`config.mk`:
```
export PLATFORM = sky130hd
export DESIGN_NAME = mdu
export DESIGN_NICKNAME = d
export VERILOG_FILES = /design/src/rtl/mdu_pkg.sv /design/src/rtl/mdu_divstep.sv /design/src/rtl/mdu.sv
export SDC_FILE = /design/constraint.sdc
export NUM_CORES = 1
export LEC_CHECK = 0
export ABC_AREA = 1
export CAP_MARGIN = 20
export CELL_PAD_IN_SITES_DETAIL_PLACEMENT = 0
export CELL_PAD_IN_SITES_GLOBAL_PLACEMENT = 2
export CORE_UTILIZATION = 33
export CTS_BUF_LIST = sky130_fd_sc_hd__clkbuf_16
export CTS_CLUSTER_DIAMETER = 150
export DETAILED_ROUTE_END_ITERATION = 7
export GPL_TIMING_DRIVEN = 0
export PLACE_DENSITY_LB_ADDON = 0.1
export SLEW_MARGIN = 20
export SYNTH_ARGS = -nofsm -noshare
export SYNTH_HDL_FRONTEND = slang
export SYNTH_SLANG_ARGS = --single-unit
```
`constraint.sdc`:
```
create_clock -name clk -period 4.61 [get_ports clk]
set_input_delay 0.461 -clock clk [delete_from_list [all_inputs] [get_ports clk]]
set_output_delay 0.461 -clock clk [all_outputs]
set_load 0.05 [all_outputs]
```
`src/rtl/mdu_pkg.sv`:
```
// Shared encodings for the iterative multiply/divide unit: op codes, FSM states,
// and the step-counter width helper.
package mdu_pkg;

    typedef enum logic [1:0] {
        MDU_MULT  = 2'd0,
        MDU_MULTU = 2'd1,
        MDU_DIV   = 2'd2,
        MDU_DIVU  = 2'd3
    } mdu_op_e;

    typedef enum logic [1:0] {
        S_IDLE = 2'd0,
        S_CALC = 2'd1,
        S_FIX  = 2'd2
    } mdu_state_e;

    localparam int MDU_N_DEF     = 32;
    localparam int MDU_CNT_W_DEF = $clog2(MDU_N_DEF);

    function automatic int cnt_w(input int n);
        return $clog2(n);
    endfunction

endpackage

```
`src/rtl/mdu_divstep.sv`:
```
// One restoring-division step: shift the next dividend bit into the partial
// remainder, trial-subtract the divisor, keep the difference if it did not borrow.
module mdu_divstep #(
    parameter int N = 32
) (
    input  logic [N-1:0] rem_i,
    input  logic         bit_i,
    input  logic [N-1:0] dvsr_i,
    output logic [N-1:0] rem_o,
    output logic         q_o
);

    logic [N:0] diff;

    // rem_i < dvsr_i always holds, so the difference never needs more than N+1 bits
    assign diff  = {rem_i, bit_i} - {1'b0, dvsr_i};
    assign q_o   = ~diff[N];
    assign rem_o = q_o ? diff[N-1:0] : {rem_i[N-2:0], bit_i};

endmodule

```
`src/rtl/mdu.sv`:
```
// Iterative MULT/MULTU/DIV/DIVU unit holding HI/LO. Define MDU_FAST_MUL_EN to make
// multiplies single-cycle through a combinational multiplier; divides stay iterative.
module mdu
    import mdu_pkg::*;
#(
    parameter int N = 32
) (
    input  logic         clk,
    input  logic         reset,
    input  logic         start,
    input  logic [1:0]   op,
    input  logic [N-1:0] a,
    input  logic [N-1:0] b,
    input  logic         hi_we,
    input  logic         lo_we,
    input  logic [N-1:0] wdata,
    output logic         busy,
    output logic         done,
    output logic [N-1:0] hi,
    output logic [N-1:0] lo
);

    localparam int CW = cnt_w(N);

    mdu_state_e     state_q, state_d;
    logic [CW-1:0]  cnt_q, cnt_d;
    logic [2*N:0]   acc_q, acc_d;
    logic [N-1:0]   opb_q, opb_d;
    logic [N-1:0]   hi_q, hi_d, lo_q, lo_d;
    logic           is_div_q, is_div_d;
    logic           negp_q, negp_d, negr_q, negr_d, bz_q, bz_d;
    logic           done_q, done_d;

    logic           sgn;
    logic [N-1:0]   mag_a, mag_b, div_rem;
    logic           div_qb;
    logic [N:0]     mul_sum;
    logic [2*N-1:0] prod_fix;
    logic [N-1:0]   quo_fix, rem_fix;

    assign sgn   = (op == MDU_MULT) || (op == MDU_DIV);
    assign mag_a = (sgn && a[N-1]) ? -a : a;
    assign mag_b = (sgn && b[N-1]) ? -b : b;

    // Multiply view of acc: [2N:N] running high half, [N-1:0] remaining multiplier bits.
    // Divide view: [2N-1:N] partial remainder, [N-1:0] dividend shifting out / quotient in.
    assign mul_sum = acc_q[2*N:N] + (acc_q[0] ? {1'b0, opb_q} : '0);

    mdu_divstep #(.N(N)) u_divstep (
        .rem_i  (acc_q[2*N-1:N]),
        .bit_i  (acc_q[N-1]),
        .dvsr_i (opb_q),
        .rem_o  (div_rem),
        .q_o    (div_qb)
    );

    // Divide-by-zero leaves |a| in the remainder, so the remainder sign fix restores a
    assign prod_fix = negp_q ? -acc_q[2*N-1:0] : acc_q[2*N-1:0];
    assign quo_fix  = (negp_q && !bz_q) ? -acc_q[N-1:0] : acc_q[N-1:0];
    assign rem_fix  = negr_q ? -acc_q[2*N-1:N] : acc_q[2*N-1:N];

`ifdef MDU_FAST_MUL_EN
    logic [2*N-1:0] fa, fb, fast_prod;
    assign fa        = sgn ? {{N{a[N-1]}}, a} : {{N{1'b0}}, a};
    assign fb        = sgn ? {{N{b[N-1]}}, b} : {{N{1'b0}}, b};
    assign fast_prod = fa * fb;
`endif

    always_comb begin
        state_d  = state_q;
        cnt_d    = cnt_q;
        acc_d    = acc_q;
        opb_d    = opb_q;
        hi_d     = hi_q;
        lo_d     = lo_q;
        is_div_d = is_div_q;
        negp_d   = negp_q;
        negr_d   = negr_q;
        bz_d     = bz_q;
        done_d   = 1'b0;
        case (state_q)
            S_IDLE: begin
                if (start) begin
                    state_d  = S_CALC;
                    cnt_d    = CW'(N - 1);
                    acc_d    = {{(N+1){1'b0}}, mag_a};
                    opb_d    = mag_b;
                    is_div_d = (op == MDU_DIV) || (op == MDU_DIVU);
                    negp_d   = sgn && (a[N-1] ^ b[N-1]);
                    negr_d   = sgn && a[N-1];
                    bz_d     = (b == '0);
`ifdef MDU_FAST_MUL_EN
                    if (!is_div_d) begin
                        state_d      = S_IDLE;
                        {hi_d, lo_d} = fast_prod;
                        done_d       = 1'b1;
                    end
`endif
                end else begin
                    if (hi_we) hi_d = wdata;
                    if (lo_we) lo_d = wdata;
                end
            end
            S_CALC: begin
                acc_d = is_div_q ? {1'b0, div_rem, acc_q[N-2:0], div_qb}
                                 : {1'b0, mul_sum, acc_q[N-1:1]};
                if (cnt_q == '0) state_d = S_FIX;
                else             cnt_d   = cnt_q - 1'b1;
            end
            S_FIX: begin
                if (is_div_q) begin
                    lo_d = quo_fix;
                    hi_d = rem_fix;
                end else begin
                    {hi_d, lo_d} = prod_fix;
                end
                done_d  = 1'b1;
                state_d = S_IDLE;
            end
            default: state_d = S_IDLE;
        endcase
    end

    always_ff @(posedge clk or negedge reset) begin
        if (!reset) begin
            state_q  <= S_IDLE;
            cnt_q    <= '0;
            acc_q    <= '0;
            opb_q    <= '0;
            hi_q     <= '0;
            lo_q     <= '0;
            is_div_q <= 1'b0;
            negp_q   <= 1'b0;
            negr_q   <= 1'b0;
            bz_q     <= 1'b0;
            done_q   <= 1'b0;
        end else begin
            state_q  <= state_d;
            cnt_q    <= cnt_d;
            acc_q    <= acc_d;
            opb_q    <= opb_d;
            hi_q     <= hi_d;
            lo_q     <= lo_d;
            is_div_q <= is_div_d;
            negp_q   <= negp_d;
            negr_q   <= negr_d;
            bz_q     <= bz_d;
            done_q   <= done_d;
        end
    end

    assign busy = (state_q != S_IDLE);
    assign done = done_q;
    assign hi   = hi_q;
    assign lo   = lo_q;

endmodule

```
# Word-level counts from Yosys, hierarchy flattened

Index checks and enable logic that the tools add are counted.

Equality and inequality tests: 10
Reductions and logical operators: 20
Bitwise operators: 2
Muxes and demuxes: 25
Add/sub/neg operators: 8

Operators by type and width:

| cell                                              | count |
|---|---|
| 2-to-1 mux 32 bit                                 | 12 |
| one-hot mux 65 bit (2 select lines)               | 1 |
| 2-to-1 mux 64 bit                                 | 2 |
| negator 32 bit                                    | 4 |
| one-hot mux 32 bit (2 select lines)               | 2 |
| 2-to-1 mux 65 bit                                 | 1 |
| negator 64 bit                                    | 1 |
| adder 33 x 32 -> 33 bit                           | 1 |
| subtractor 33 x 32 -> 33 bit                      | 1 |
| logical NOT 32 bit                                | 1 |
| != test 2 bit (second input constant)             | 6 |
| 2-to-1 mux 5 bit                                  | 2 |
| one-hot mux 5 bit (2 select lines)                | 1 |
| AND reduction 3 bit                               | 3 |
| == test 2 bit (second input constant)             | 3 |
| AND reduction 2 bit                               | 3 |
| nonzero test 2 bit                                | 3 |
| logical NOT 5 bit                                 | 1 |
| subtractor 5 x 1 -> 5 bit (second input constant) | 1 |
| logical AND 1 bit                                 | 4 |
| logical NOT 2 bit                                 | 2 |
| 2-to-1 mux 2 bit                                  | 2 |
| one-hot mux 2 bit (2 select lines)                | 1 |
| == test 2 x 1 -> 1 bit (second input constant)    | 1 |
| 5 further kinds                                   | 6 |

Word-level logic and storage cells: 76
Register bits after elaboration: 173

# Longest topological paths before layout

Gate-level depths: netlist (run 1).

Depth in word-level cells: 6
Gate-level depth with buffers: 20
Gate-level depth less buffers: 19

# By module

From an unflattened synthesis (run 1), not the netlist that was laid out.

Cell total of the unflattened synthesis: 3038
Area total of the unflattened synthesis: 17713.2 um^2

Modules (own cells, without submodules):

| module      | area each (um^2) | cells each | sequential area each (um^2) | times used |
|---|---|---|---|---|
| mdu         | 14562.7          | 2358       | 4304.1                      | 1 |
| mdu_divstep | 3150.5           | 680        | 0.0                         | 1 |

# Worst setup path before layout (run 1)

OpenSTA, ideal clock, no wires.

Path kind: reg2reg
From: register acc_q[0]
To: register acc_q[59]
Path buffers: 2
Period minus slack after synthesis: 2513 ps
Required time: 4494 ps
Arrival: 2396 ps
Cell stages (with the launch flop): 20
Setup slack: 2097 ps
Cells stage by stage: dfrtp_1 > buf_6 > clkbuf_1 > nand2_1 > inv_1 > ha_1 > inv_1 > fa_1 > o21ai_1 > nand2_1 > nand2_1 > nand2_1 > nand2_1 > nand3_1 > nand3_1 > nand2_1 > nor2_1 > nor2_1 > nand2_1 > nand2_1

Longest elaborated chain between the ends: 4

Ends and longest elaborated chain:

| what                                | line       | text |
|---|---|---|
| start, declared                     | mdu.sv:27  | `logic [2*N:0] acc_q, acc_d;` |
| start signal, assigned              | mdu.sv:128 | `acc_q <= '0;` |
| start signal, assigned              | mdu.sv:140 | `acc_q <= acc_d;` |
| 2-to-1 mux 32 bit                   | mdu.sv:47  | `assign mul_sum = acc_q[2*N:N] + (acc_q[0] ? {1'b0, opb_q} : '0);` |
| adder 33 x 32 -> 33 bit             | mdu.sv:47  |  |
| 2-to-1 mux 64 bit                   | mdu.sv:105 | `acc_d = is_div_q ? {1'b0, div_rem, acc_q[N-2:0], div_qb}` |
| one-hot mux 65 bit (2 select lines) | mdu.sv:81  | `case (state_q)` |

Every way passes these cells.
A chain may end at the register's enable or synchronous reset.

# Worst setup path after layout (run 1)

From: register acc_q[31]
To: register acc_q[60]

Longest elaborated chain between the ends: 4

Ends and longest elaborated chain:

| what                                | line              | text |
|---|---|---|
| subtractor 33 x 32 -> 33 bit        | mdu_divstep.sv:16 | `assign diff = {rem_i, bit_i} - {1'b0, dvsr_i};` |
| 2-to-1 mux 32 bit                   | mdu_divstep.sv:18 | `assign rem_o = q_o ? diff[N-1:0] : {rem_i[N-2:0], bit_i};` |
| 2-to-1 mux 64 bit                   | mdu.sv:105        |  |
| one-hot mux 65 bit (2 select lines) | mdu.sv:81         |  |

Every way passes these cells.

==> results of run 1 <==
## layout by cell type, fill, tap and decap left out, types with 9 or more instances in the layout
master / n
o211ai_1: 12
clkdlybuf4s50_1: 167
nand3b_1: 14
nor4_1: 10
o21ai_1: 9
nand4_1: 45
nor2_2: 9
buf_1: 12
nand2_1: 897
clkbuf_16: 17
a21oi_1: 175
clkbuf_1: 61
o21ai_0: 260
nand2_2: 13
inv_2: 10
o21bai_1: 14
dfrtp_1: 172
ha_1: 70
nor2_1: 288
a31oi_1: 23
xnor2_1: 18
nand3_1: 276
or2_2: 12
buf_2: 12
xor2_1: 27
inv_1: 411
nor3_1: 33
## final cells by class
type	count	area (sq um)	share of cell area [%]
inverter	422	1589	7.770
clock inverter	15	175.2	0.8565
tap	680	850.8	4.160
antenna	1	2.502	0.01224
sequential	172	4304	21.05
buffer	92	401.6	1.964
timing repair buffer	171	1752	8.565
multi-input combinational	2257	10950	53.55
clock buffer	17	425.4	2.080
## worst reg2reg max path, stage by stage (launching register included)
cell,delay (ns)
dfrtp_1,0.51
inv_1,0.27
ha_1,0.30
fa_1,0.42
inv_1,0.12
nand2_1,0.06
nand2_1,0.09
nand3_1,0.09
nand2_2,0.16
nand2_1,0.09
nand2_2,0.09
nand2_2,0.08
nand3_1,0.09
nand2_2,0.14
buf_6,0.19
nand3_1,0.16
nand3_1,0.28
nand2_1,0.13
nand2_1,0.05
## path summary, 6_finish.rpt
| kind | startpoint | endpoint | slack (ns) | cells past startpoint |
|---|---|---|---|---|
| worst max-delay path | acc_q[31] | acc_q[60] | 1.19 | 18 |
| worst min-delay path | reset | lo[11] | 0.44 | 2 |
| worst max register to register | acc_q[31] | acc_q[60] | 1.19 | 18 |
| worst min register to register | lo[9] | lo[9] | 0.48 | 2 |
| max in group asynchronous | reset | acc_q[60] | 3.11 | 4 |
| min in group clk | lo[9] | lo[9] | 0.48 | 2 |
## cells in the mapped netlist (all sizes together) (2+ instances only)
cell type	n	share of area [%]
a31oi	23	0.83
o221ai	3	0.15
o21bai	14	0.61
a21boi	2	0.087
clkbuf	61	1.3
inv	421	9.2
a22oi	7	0.30
o21ai	270	7.9
nor4	10	0.36
nand4	45	1.6
and2	5	0.18
o211ai	12	0.52
nand3b	14	0.61
nand3	278	8.1
buf	31	1.0
or2	12	0.44
ha	70	5.1
nand2	911	20
nor3	38	1.3
fa	2	0.23
xnor2	18	0.91
dfrtp	172	25
a21oi	177	5.2
nor2	301	6.9
a21o	6	0.26
o21a	3	0.13
xor2	27	1.4
## repair_timing
| action | in CTS | in global routing |
|---|---|---|
| setup buffers | 0 | 0 |
| hold buffers | 1 | 0 |
| hold endpoints to repair | 40 | 0 |
## layer usage
layer	up-vias	GRT usage (%)	wire length (um)
met5	-	0	0
met4	0	17.94	4771
met3	174	3.125	4143
met2	677	56.64	42320
met1	9512	38.47	34940
li1	9920	-	-
## logic make-up (layout without fill, tap and decap cells)
kind of cell,after synthesis,count (layout)
flops,172,172
buf+inv,514,717
other cells,0,1
simple gates,1615,1615
xor+xnor,45,45
compound gates,525,525
fa+ha+maj,72,72
## where the power goes
| part | total, mW | internal (mW) | switching [mW] |
|---|---|---|---|
| Combinational | 13.6 | 4.17 | 9.40 |
| Sequential | 3.61 | 2.29 | 1.31 |
| Clock | 1.53 | 0.773 | 0.753 |
## metrics by stage
stage	hold slack (ns)	TNS [ns]	instance area [sq um]	util (%)
after floorplan	0.1654	0	17250	-
after global placement	0.4629	-798.06	19780	38.40
after detailed placement	0.3740	0	19840	38.51
after CTS	0.4486	0	20450	39.70
after global routing	0.4833	0	20450	39.70
final	0.4433	0	20450	39.70
## state kept, by name, indices dropped and copies added (netlist names)
signal and flops:
acc_q 64, bz_q 1, cnt_q 5, done 1, hi 32, is_div_q 1, lo 32, negp_q 1
negr_q 1, opb_q 32, state_q 2
==> flow_summary.yaml, run 1 <==
run_status:
  status: "complete, no violations"
placement:
  io_buffers: 168
  dpl.cell_count: 3793
  place.gp.congestion: 0.9838
  place_ws_ns: 1.200
  hpwl_um: 71820
layout:
  layout.nets: 3308
  final_cells: 3827
  fillCellCount: 5890
  drive_above_1_share_pct: 3.624
  syn2layout_area_growth_pct: 18.59
worst_hold_path:
  min_path_type: "in -> async"
clock_network:
  cts_resized: 0
  cts_made_buffers: 17
  cts.path.max_buffers: 2
  cts_num_sinks: 172
  clock_latency_ns: 0.48
  cts_root_buf: "clkbuf_16"
  clk_pin_slew_ns: 0.08
  htreeDepth: 4
  cts_tree: "done"
synthesis:
  yosys_register_bits: 172
  synth_ff_type: "dfrtp_1"
  synth_top_family_by_area: "simple AND/OR/NAND/NOR gates"
  synth_edf_count: 0
  syn-cell-area_sq_um: 17250
  synth_compound_area_share_pct: 16.32
  syn-num-nets: 3118
  synth_simple_gate_area_share_pct: 39.58
  ys_types: 52
  yosys_warnings: 0
  async_flop_share_pct: 100.0
  syn_area_per_cell_sq_um: 5.860
  synth_xor_area_share_pct: 2.285
  netlist_instances: 2943
  ys_seq_area_share_pct: 24.96
  synth_fa_ha_area_share_pct: 5.311
  synth_mux_area_share_pct: 0
drt:
  avgViaCountPerCell: 5.300
  drt-initial-drc-count: 1613
  drc_errors: 0
  num_vias: 20283
  ant_nets: 0
  drt-total-wl_um: 86180
  dr.pass1.iters: 6
  wl_per_cell_um: 22.52
floorplanning:
  die_area_sq_um: 53180
  die_y_um: 230.6
  initial_utilization_pct: 33.48
  die_w_um: 230.6
  core_area_sq_um: 51510
  ios: 169
  fp-row-count: 83
setup_path:
  slowest_delay_ns: 0.51
  critPathTopFamily: "simple AND/OR/NAND/NOR gates"
  criticalPathCategory: "reg -> reg"
  path_max_fanout: 10
  slowest_stage: "dfrtp_1"
  cp-end-kind: "flop"
  start_kind: "flop"
  cp_data_arrival_time_ns: 3.79
  cp.required_ns: 4.98
  cpMostUsedCell: "nand2_1"
  path_buf_inv: 3
  crit_chain: "inv_1, ha_1, fa_1, inv_1, nand2_1, nand2_1, nand3_1, nand2_2, nand2_1, nand2_2, nand2_2, nand3_1, nand2_2, buf_6, nand3_1, nand3_1, nand2_1, nand2_1"
power_and_ir_drop:
  powerDensity_nw_per_um2: 914.5
  peakVddDrop_mv: 0.4123
  cellLeakagePower_nw: 10.01
  totalPowerFinal_mw: 18.70
timing:
  fin_crit_ns: 3.417
  drv_slew: 0
  max_freq_mhz: 292.6
  fin_skew_ns: 0.01967
  post-route-period-util_pct: 74.12
  fin_ws_ns: 1.193
  slew_headroom_pct: 22.52
  grt_setup_unrepaired: "false"
  setup_viol: 0
  max_slew.worst_pin.slew_ns: 1.162
  hold_violations: 0
run:
  maxCapViolations: 0
global_routing:
  grt.overflow.total: 0
  antenna_found_initial: 0
  grt_usage_pct: 32.25
  first_global_vias: 19698
  grt_pass1_wl_um: 125800
  grt_max_degree: 70
Power figures use the tool's default switching activity.
==> inputs of run 2 (changes only) <==
--- a/config.mk
+++ b/config.mk
@@ -9,7 +9,7 @@
 export CAP_MARGIN = 20
 export CELL_PAD_IN_SITES_DETAIL_PLACEMENT = 0
 export CELL_PAD_IN_SITES_GLOBAL_PLACEMENT = 2
-export CORE_UTILIZATION = 33
+export CORE_UTILIZATION = 28
 export CTS_BUF_LIST = sky130_fd_sc_hd__clkbuf_16
 export CTS_CLUSTER_DIAMETER = 150
 export DETAILED_ROUTE_END_ITERATION = 7
==> constraint.sdc (replaced) <==
create_clock -name clk -period 3.1 [get_ports clk]
set_input_delay 0.31 -clock clk [delete_from_list [all_inputs] [get_ports clk]]
set_output_delay 0.31 -clock clk [all_outputs]
set_load 0.05 [all_outputs]
==> run 2 against run 1 <==
Compared with the run above:
- clock power is 53% higher
- setup slack worse by 1.1 ns
- cell count is 2.8% higher
- critical path type unchanged
- count of clock-buffer cells in the layout did not move
- die area up 18%
- largest cell class unchanged
==> flow_summary.yaml, run 2 (synthesis results as in run 1) <==
run_status:
  status: "complete, no violations"
placement:
  hpwl_um: 74870
  io_buffers: 168
  place.gp.congestion: 0.9620
setup_path:
  cp-end-kind: "flop"
  cp_data_arrival_time_ns: 3.46
  criticalPathCategory: "reg -> reg"
  start_kind: "flop"
  r2r_slack_ns: 0.08
  cp.required_ns: 3.54
  path_max_fanout: 10
  path_buf_inv: 3
  slowest_delay_ns: 0.55
  critPathTopFamily: "compound AO/OA/AOI/OAI gates"
  crit_chain: "buf_6, clkbuf_2, nand2_1, inv_1, ha_1, a21oi_1, o21ai_0, a21oi_1, a21boi_0, o21ai_0, nand3_1, nand2_1"
  slowest_stage: "o21ai_0"
power_and_ir_drop:
  internal_power_mw: 10.89
  p_clk_share_pct: 8.3
  power_frac_seq_pct: 18.9
  powerDensity_nw_per_um2: 1367
  peakVddDrop_mv: 0.4545
  p_sw_share_pct: 61.62
  switchingPower_mw: 17.48
  comb_power_share_pct: 72.8
  cellLeakagePower_nw: 10.05
drt:
  avgViaCountPerCell: 5.095
  dr.pass1.iters: 5
  drt-initial-drc-count: 1308
  ant_nets: 0
  drc_errors: 0
  wl_per_cell_um: 22.96
  num_vias: 20037
  drt-total-wl_um: 90300
layout:
  antennaDiodeCount: 0
  regMostFlops: "acc_q"
  mostFrequentLayoutCells: "nand2_1 (892), inv_1 (407), nor2_1 (284)"
  drive_above_1_share_pct: 4.919
  layout.nets: 3313
  layout_commonest_cell: "nand2_1"
  utilization_pct: 34.25
  syn2layout_area_growth_pct: 20.31
  largest_reg_flops: 64
  fillCellCount: 6863
clock_network:
  cts_tree: "done"
  clock_latency_ns: 0.51
  cts.path.max_buffers: 2
  cts_num_sinks: 172
  cts_made_buffers: 17
  htreeDepth: 4
  clk_pin_slew_ns: 0.09
  cts_root_buf: "clkbuf_16"
floorplanning:
  core_area_sq_um: 60580
  die_w_um: 250.2
  initial_utilization_pct: 28.47
  die_area_sq_um: 62590
  fp-row-count: 90
  ios: 169
  die_y_um: 250.2
timing:
  setup_viol: 0
  setup_tns_ns: 0
  drv_slew: 0
  grt_setup_unrepaired: "false"
  hold_violations: 0
  fin_crit_ns: 3.023
  slew_headroom_pct: 21.17
  max_slew.worst_pin.slew_ns: 1.182
  fin_skew_ns: 0.02716
  max_freq_mhz: 330.9
  post-route-period-util_pct: 97.50
global_routing:
  top_usage_layer: "met2"
  use_met3_pct: 2.588
  grt.met2_usage_pct: 51.25
  grt_pass1_wl_um: 130700
  grt_usage_pct: 28.59
  first_global_vias: 19659
  grt_max_degree: 86
  antenna_found_initial: 2
  grt.overflow.total: 0
  met1_usage_pct: 33.12
run:
  maxCapViolations: 0
worst_hold_path:
  min_path_type: "in -> async"
run 2: layout make-up:
type / instances / area [sq um] / share of cell area [%]
plain buffers: 92 / 419.2 / 2.020
clock buffers: 17 / 425.4 / 2.050
clock inverters: 15 / 192.7 / 0.9287
inverters: 422 / 1593 / 7.677
multi-input cells: 2257 / 11040 / 53.20
flip-flops and latches: 172 / 4312 / 20.78
well taps: 782 / 978.4 / 4.716
repair buffers: 176 / 1789 / 8.624
run 2: per-layer routing:
metal / vias up / part of all wire (%)
met5: - / 0
met3: 160 / 3.6
li1: 9908 / -
met2: 531 / 50
met1: 9438 / 40
met4: 0 / 5.9
run 2: power by group through the flow:
stage / combinational [mW] / clock [mW] / sequential, mW
global placement: 20.3 / 0 / 5.37
global route: 22.7 / 2.48 / 5.40
floorplan: 12.0 / 0 / 5.74
detailed placement: 20.3 / 0 / 5.40
CTS: 20.5 / 2.40 / 5.35
finish: 20.7 / 2.34 / 5.36
run 2: timing repair:
action	CTS	global route
endpoints found under the setup margin	30	24
resized for setup	14	33
buffers inserted	1	4
hold endpoints to repair	49	0
hold buffers	1	0
run 2: stage by stage:
stage	cells	setup WS [ns]	area [sq um]	total power [mW]	hold slack [ns]
2_1_floorplan	2943	0.5873	17250	17.77	0.01441
3_3_place_gp	3893	-6.236	19910	25.62	0.4642
3_5_place_dp	3895	-0.5486	19970	25.70	0.1655
4_1_cts	3929	0.004212	20630	28.22	0.2000
5_1_grt	3933	0.009649	20750	30.59	0.2222
6_report	3933	0.07749	20750	28.36	0.2261
run 2: worst paths after layout:
kind / startpoint / endpoint / cells past startpoint
worst max register to register: acc_q[0] / acc_q[46] / 12
max in group asynchronous: reset / acc_q[53] / 4
worst max-delay path: acc_q[0] / acc_q[46] / 12
min in group clk: wdata[11] / lo[11] / 3
worst min register to register: lo[9] / lo[9] / 2
worst min-delay path: reset / lo[1] / 2
